[src/rtl/gate_truth_table_scanner_if.sv]
// gate_truth_table_scanner_if: start/result/drive/status bundle between a controller and the scanner.
interface gate_truth_table_scanner_if;
    logic       start;
    logic       gate_result;
    logic       drive_a;
    logic       drive_b;
    logic       busy;
    logic       done;
    logic       pass;
    logic [3:0] truth_table;
    logic [3:0] mismatch_mask;
    modport master (
        output start, gate_result,
        input  drive_a, drive_b, busy, done, pass, truth_table, mismatch_mask
    );
    modport slave (
        input  start, gate_result,
        output drive_a, drive_b, busy, done, pass, truth_table, mismatch_mask
    );
endinterface

[src/rtl/gate_truth_table_scanner.sv]
// gate_truth_table_scanner: steps a two-input gate through {a,b}=00..11, captures its truth table and checks it.
// Optional RESULT_SYNC_EN: 2-flop synchronizer on gate_result, each hold extended by 2 cycles.
module gate_truth_table_scanner #(
    parameter int unsigned SETTLE_CYCLES = 4,
    parameter logic [3:0]  EXPECTED      = 4'b1000
) (
    input logic clk,
    input logic rst_n,
    gate_truth_table_scanner_if.slave bus
);
    localparam int unsigned SETTLE = (SETTLE_CYCLES == 0) ? 1 : SETTLE_CYCLES;
`ifdef RESULT_SYNC_EN
    localparam int unsigned HOLD = SETTLE + 2;
`else
    localparam int unsigned HOLD = SETTLE;
`endif
    localparam int unsigned CW = $clog2(HOLD + 1);
    localparam logic [CW-1:0] LAST = CW'(HOLD - 1);

    typedef enum logic [1:0] {IDLE, SCAN, DONE} state_t;
    state_t state, next_state;
    logic [1:0] idx;
    logic [CW-1:0] cnt;
    logic [3:0] table_q, table_cap, mask_q;
    logic pass_q, sample, last, accept;

`ifdef RESULT_SYNC_EN
    logic [1:0] sync;
    always_ff @(posedge clk or negedge rst_n)
        if (!rst_n) sync <= '0;
        else sync <= {sync[0], bus.gate_result};
    assign sample = sync[1];
`else
    assign sample = bus.gate_result;
`endif

    assign last   = (state == SCAN) && (cnt == LAST);
    assign accept = (state != SCAN) && bus.start;

    // Table as it will look after this edge's capture, so pass/mask include bit 3.
    always_comb begin
        table_cap      = table_q;
        table_cap[idx] = sample;
    end

    always_ff @(posedge clk or negedge rst_n)
        if (!rst_n) state <= IDLE;
        else state <= next_state;

    always_comb begin
        next_state = (state == SCAN) ? ((last && idx == 2'd3) ? DONE : SCAN)
                                     : (bus.start ? SCAN : state);
    end

    always_ff @(posedge clk or negedge rst_n)
        if (!rst_n) begin
            idx     <= '0;
            cnt     <= '0;
            table_q <= '0;
            pass_q  <= 1'b0;
            mask_q  <= '0;
        end else if (accept) begin
            idx     <= '0;
            cnt     <= '0;
            table_q <= '0;
            pass_q  <= 1'b0;
            mask_q  <= '0;
        end else if (state == SCAN) begin
            cnt <= last ? '0 : cnt + CW'(1);
            if (last) begin
                table_q <= table_cap;
                idx     <= (idx == 2'd3) ? idx : idx + 2'd1;
                if (idx == 2'd3) begin
                    pass_q <= (table_cap == EXPECTED);
                    mask_q <= table_cap ^ EXPECTED;
                end
            end
        end

    always_comb begin
        bus.drive_a       = (state == SCAN) && idx[1];
        bus.drive_b       = (state == SCAN) && idx[0];
        bus.busy          = (state == SCAN);
        bus.done          = (state == DONE);
        bus.pass          = pass_q;
        bus.truth_table   = table_q;
        bus.mismatch_mask = mask_q;
    end
endmodule

[src/flat_wrapper.sv]
// flat-port wrapper written by rule: the top's interface ports become plain ports
module gate_truth_table_scanner_flat 
#(
    parameter int unsigned SETTLE_CYCLES = 4,
    parameter logic [3:0]  EXPECTED      = 4'b1000
)
  (clk, rst_n, bus_start, bus_gate_result, bus_drive_a, bus_drive_b, bus_busy, bus_done, bus_pass, bus_truth_table, bus_mismatch_mask);
  gate_truth_table_scanner_if bus_i ();
  input logic clk;
  input logic rst_n;
  input wire logic [$bits(bus_i.start)-1:0] bus_start;
  input wire logic [$bits(bus_i.gate_result)-1:0] bus_gate_result;
  output wire logic [$bits(bus_i.drive_a)-1:0] bus_drive_a;
  output wire logic [$bits(bus_i.drive_b)-1:0] bus_drive_b;
  output wire logic [$bits(bus_i.busy)-1:0] bus_busy;
  output wire logic [$bits(bus_i.done)-1:0] bus_done;
  output wire logic [$bits(bus_i.pass)-1:0] bus_pass;
  output wire logic [$bits(bus_i.truth_table)-1:0] bus_truth_table;
  output wire logic [$bits(bus_i.mismatch_mask)-1:0] bus_mismatch_mask;
  assign bus_i.start = bus_start;
  assign bus_i.gate_result = bus_gate_result;
  assign bus_drive_a = bus_i.drive_a;
  assign bus_drive_b = bus_i.drive_b;
  assign bus_busy = bus_i.busy;
  assign bus_done = bus_i.done;
  assign bus_pass = bus_i.pass;
  assign bus_truth_table = bus_i.truth_table;
  assign bus_mismatch_mask = bus_i.mismatch_mask;
  gate_truth_table_scanner #(.SETTLE_CYCLES(SETTLE_CYCLES), .EXPECTED(EXPECTED)) u_core (.clk(clk), .rst_n(rst_n), .bus(bus_i));
endmodule
[config.mk]
export PLATFORM = sky130hd
export DESIGN_NAME = gate_truth_table_scanner_flat
export DESIGN_NICKNAME = d
export VERILOG_FILES = /design/src/rtl/gate_truth_table_scanner_if.sv /design/src/rtl/gate_truth_table_scanner.sv /design/src/flat_wrapper.sv
export SDC_FILE = /design/constraint.sdc
export NUM_CORES = 1
export LEC_CHECK = 0
export ABC_AREA = 1
export BUFFER_PORTS_ARGS = -buffer_cell sky130_fd_sc_hd__buf_4
export CORE_UTILIZATION = 35
export DETAILED_ROUTE_END_ITERATION = 8
export SYNTH_ARGS = -nofsm -noshare
export SYNTH_HDL_FRONTEND = slang
export SYNTH_SLANG_ARGS = --single-unit
[constraint.sdc]
create_clock -name clk -period 1.7 [get_ports clk]
set_clock_uncertainty 0.1 [all_clocks]
set_input_delay 0.34 -clock clk [delete_from_list [all_inputs] [get_ports clk]]
set_output_delay 0.34 -clock clk [all_outputs]
set_load 0.01 [all_outputs]
==> results.md <==
- The kind of end point of the critical path is an output port.
- The synthesized netlist contains 20 unique library cells.
- The number of hold violations in the final report is 0.
- The die span in x is 52.4 um.
- Clock tree synthesis found a total of 16 sinks.
- The number of fill cells is 253.
- The worst slew margin relative to its limit is 83.2%.
- The first global-routing pass estimated 2890 um of wire.
- In the final layout, the share of cells above drive strength 1 is 28.6%.
- In this run, post-CTS repair resized a total of 0 instances.
- The number of max-slew violations in the final report was 0.
- After floorplanning, the core was divided into 17 placement rows.
- The number of nets still failing antenna checks after routing is 0.
- The worst voltage drop across the vdd grid is 828 uV.
- The pin count of the biggest net entering global routing is 17.
- At the worst endpoint, the required time is 1260 ps.
- The count of unresolved DRC violations after routing is 0.
- For this block, the routed nets add up to 1670 um of wire.
- Clock-pin slew was measured on the worst setup and hold paths at 110 ps.
- The multi-input combinational cells in the finished layout cover a total of 402 um2.
- Setup repair after global routing left no endpoint under its margin.
- The worst setup path is launched from a flop.
- The average wire length per cell after detail routing is 10.8 um.
- The flip-flop and latch area is 400 um2.
- Summing all placed instances gives a cell area of 1030 um2.
- The data arrival at the endpoint of the critical path is 1150 ps.
- The first-iteration detailed-routing DRC count is 16.
- The run finished with clean final reports.
- The slowest library cell on the worst path is sky130_fd_sc_hd__dfrtp_1.
- Counting both buffers and inverters, the worst setup path holds a total of 2.
- The overall power is 0.00186 W.
- The kind of critical path is flop to output port.
- The detailed-router iteration count before antenna repair is 4.
- The tool flagged a number of max-cap violations equal to 0.
- For this run, the slowest stage of the critical path takes 430 ps.
- The synthesis-to-finish area growth is 21.4%.
- The clock tree buffer depth is 2.
- TritonCTS built the clock tree.
- The global placement routability congestion is 0.806.
- The floorplan die area is 2740 um2.
- The number of placed I/O pins is 17.
- The height of the die is 52.4 um.
- The total half-perimeter wirelength after legalization and detailed placement is 1240 um.
- The signal on the critical path passes through inv_2 -> nand2_4 -> nor2_1 -> buf_4.
- Synthesis produced a netlist with a net count of 115.
- The Yosys step of the flow raised 0 warnings.
- At the pin with the least slew margin, the transition time is 252 ps.
- The accumulated negative setup slack is 0 ps.
- The initial core utilization is 38.7%.
- The post-synth design cell area is 888 um2.
- The number of failing setup endpoints in the final timing report is 0.
- The total clock buffers created by CTS is 3.
- In this run the mean area of a mapped cell was 8.38 um2.
- The number of antenna violations at the first check in global routing is 0.
- The post-layout net count is 136.
- The finished cells cover 1080 um2.
- The post-route minimum period is 1590 ps.
- The later pin in the worst-skew pair is clocked with a latency of 290 ps.
- The number of antenna diodes in the final layout is 0.
- The total number of vias is 705.
- The share of synthesized area occupied by flip-flops and latches is 45.1%.
- Summed over all layers, the global routing overflow is 0.
- Buffers placed on the I/O ports in this run total 16.
- The number of H-tree levels is 1.
- The total power divided by cell area is 1720 nW/um2.
- The area of the core is 2300 um2.
- Derived from the worst setup path, the maximum achievable clock frequency is 0.629 GHz.
- The share of the clock period used by the worst path is 93.6%.
- The largest fanout on the critical path is 7.
- Grouping stages by cell kind, the critical path spends the most delay in flip-flops.
- The count of mapped cells out of synthesis is 106.
- The class of the tightest hold or removal check is primary input to flop.
- The flip-flop and latch count after synthesis is 16.
- Summed over all cells, the static leakage comes to 0.595 nW.
- Using the TritonRoute via totals, the vias-per-cell ratio works out to 4.58.
- The root buffer cell chosen for the clock tree is sky130_fd_sc_hd__clkbuf_4.
- The via count of the first global-routing pass is 683.
- The total routing resource utilization after global routing is 14.7%.
sequential cells by signal, indices dropped and copies added, names as in the netlist:
name                      count
u_core.bus.truth_table        4
u_core.bus.pass               1
u_core.bus.mismatch_mask      4
u_core.cnt                    3
u_core.state                  2
u_core.idx                    2
power breakdown:
| part | internal (W) | leakage (nW) | total, W | switching [W] |
|---|---|---|---|---|
| registers | 0.000527 | 0.206 | 0.000623 | 0.0000951 |
| logic | 0.000420 | 0.368 | 0.000974 | 0.000554 |
| clock network | 0.000130 | 0.0210 | 0.000260 | 0.000130 |
| total | 0.00108 | 0.595 | 0.00186 | 0.000779 |
metal layers:
metal / global-route usage [%] / wire (um) / vias up
met2: 24.3 / 747 / 18
met4: 3.95 / 12 / 0
met1: 18.0 / 815 / 314
met5: 0 / 0 / -
met3: 5.22 / 90 / 2
li1: - / - / 371
per-stage QoR:
| stage | worst slack, ps | utilization [%] | cells | hold slack (ps) |
|---|---|---|---|---|
| after floorplan | 410 | - | 106 | -55.6 |
| after global placement | 295 | 44.9 | 149 | 112 |
| after detailed placement | 271 | 44.9 | 149 | 114 |
| after CTS | 92.7 | 46.9 | 154 | 149 |
| after global routing | 12.5 | 46.9 | 154 | 157 |
| final | 109 | 46.9 | 154 | 159 |
worst paths after layout:
check,slack [ps],to,startpoint,cells after the start
max,110,bus_drive_a,u_core.state[1],4
min,160,u_core.state[1],bus_start,2
max reg2reg,270,u_core.bus.truth_table[3],u_core.idx[0],5
min reg2reg,410,u_core.cnt[0],u_core.cnt[0],1
max in group asynchronous,980,u_core.idx[1],rst_n,2
min in group asynchronous,320,u_core.bus.mismatch_mask[0],rst_n,2
cells in the mapped netlist:
| cell | instances | area (um2) |
|---|---|---|
| sky130_fd_sc_hd__and2_2 | 1 | 7.51 |
| sky130_fd_sc_hd__nand3_1 | 8 | 40.0 |
| sky130_fd_sc_hd__nand2_1 | 28 | 105 |
| sky130_fd_sc_hd__o21ai_2 | 2 | 17.5 |
| sky130_fd_sc_hd__nor2_4 | 2 | 22.5 |
| sky130_fd_sc_hd__and2_4 | 1 | 8.76 |
| sky130_fd_sc_hd__o21ai_0 | 6 | 30.0 |
| sky130_fd_sc_hd__a211oi_1 | 1 | 7.51 |
| sky130_fd_sc_hd__nand2_4 | 2 | 22.5 |
| sky130_fd_sc_hd__nor2_1 | 5 | 18.8 |
| sky130_fd_sc_hd__buf_6 | 1 | 11.3 |
| sky130_fd_sc_hd__inv_1 | 16 | 60.1 |
| sky130_fd_sc_hd__o31ai_1 | 1 | 7.51 |
| sky130_fd_sc_hd__nand3_4 | 1 | 17.5 |
| sky130_fd_sc_hd__ha_1 | 5 | 62.6 |
| sky130_fd_sc_hd__o21ai_1 | 3 | 15.0 |
| sky130_fd_sc_hd__nor2_2 | 2 | 12.5 |
| sky130_fd_sc_hd__inv_2 | 4 | 15.0 |
| sky130_fd_sc_hd__dfrtp_1 | 16 | 400 |
| sky130_fd_sc_hd__nand2_2 | 1 | 6.26 |
logic make-up (layout without fill, tap and decap cells):
| kind of cell | count (synthesis) | after routing | synth area share (%) |
|---|---|---|---|
| AND/OR/NAND/NOR | 51 | 51 | 29.4 |
| AO/OA/AOI/OAI | 13 | 13 | 8.73 |
| flip-flops | 16 | 16 | 45.1 |
| buffers and inverters | 21 | 41 | 9.72 |
| adder cells (fa/ha/maj) | 5 | 5 | 7.04 |
layout make-up:
class / instances / share of cell area [%]
inverter: 20 / 6.96
clock buffer: 4 / 3.36
timing repair buffer: 17 / 12.1
sequential: 16 / 37.1
multi-input combinational: 69 / 37.2
tap: 28 / 3.25
placed cells by master (no fill, tap or decap):
cell type,instances
sky130_fd_sc_hd__nand3_1,8
sky130_fd_sc_hd__o21ai_0,6
sky130_fd_sc_hd__inv_1,16
sky130_fd_sc_hd__nand2_2,1
sky130_fd_sc_hd__and2_4,1
sky130_fd_sc_hd__nand2_1,28
sky130_fd_sc_hd__clkbuf_8,1
sky130_fd_sc_hd__buf_4,16
sky130_fd_sc_hd__nand3_4,1
sky130_fd_sc_hd__o31ai_1,1
sky130_fd_sc_hd__nor2_2,2
sky130_fd_sc_hd__inv_2,4
sky130_fd_sc_hd__nand2_4,2
sky130_fd_sc_hd__a211oi_1,1
sky130_fd_sc_hd__nor2_1,5
sky130_fd_sc_hd__o21ai_1,3
sky130_fd_sc_hd__ha_1,5
sky130_fd_sc_hd__dlygate4sd3_1,1
sky130_fd_sc_hd__o21ai_2,2
sky130_fd_sc_hd__dfrtp_1,16
sky130_fd_sc_hd__and2_2,1
sky130_fd_sc_hd__clkbuf_4,3
sky130_fd_sc_hd__nor2_4,2
repair_timing:
action | 4_1_cts | 5_1_grt
hold buffers | 1 | 0
setup buffers | 0 | 0
hold endpoints to repair | 16 | 0
(Power assumes the default switching activity.)
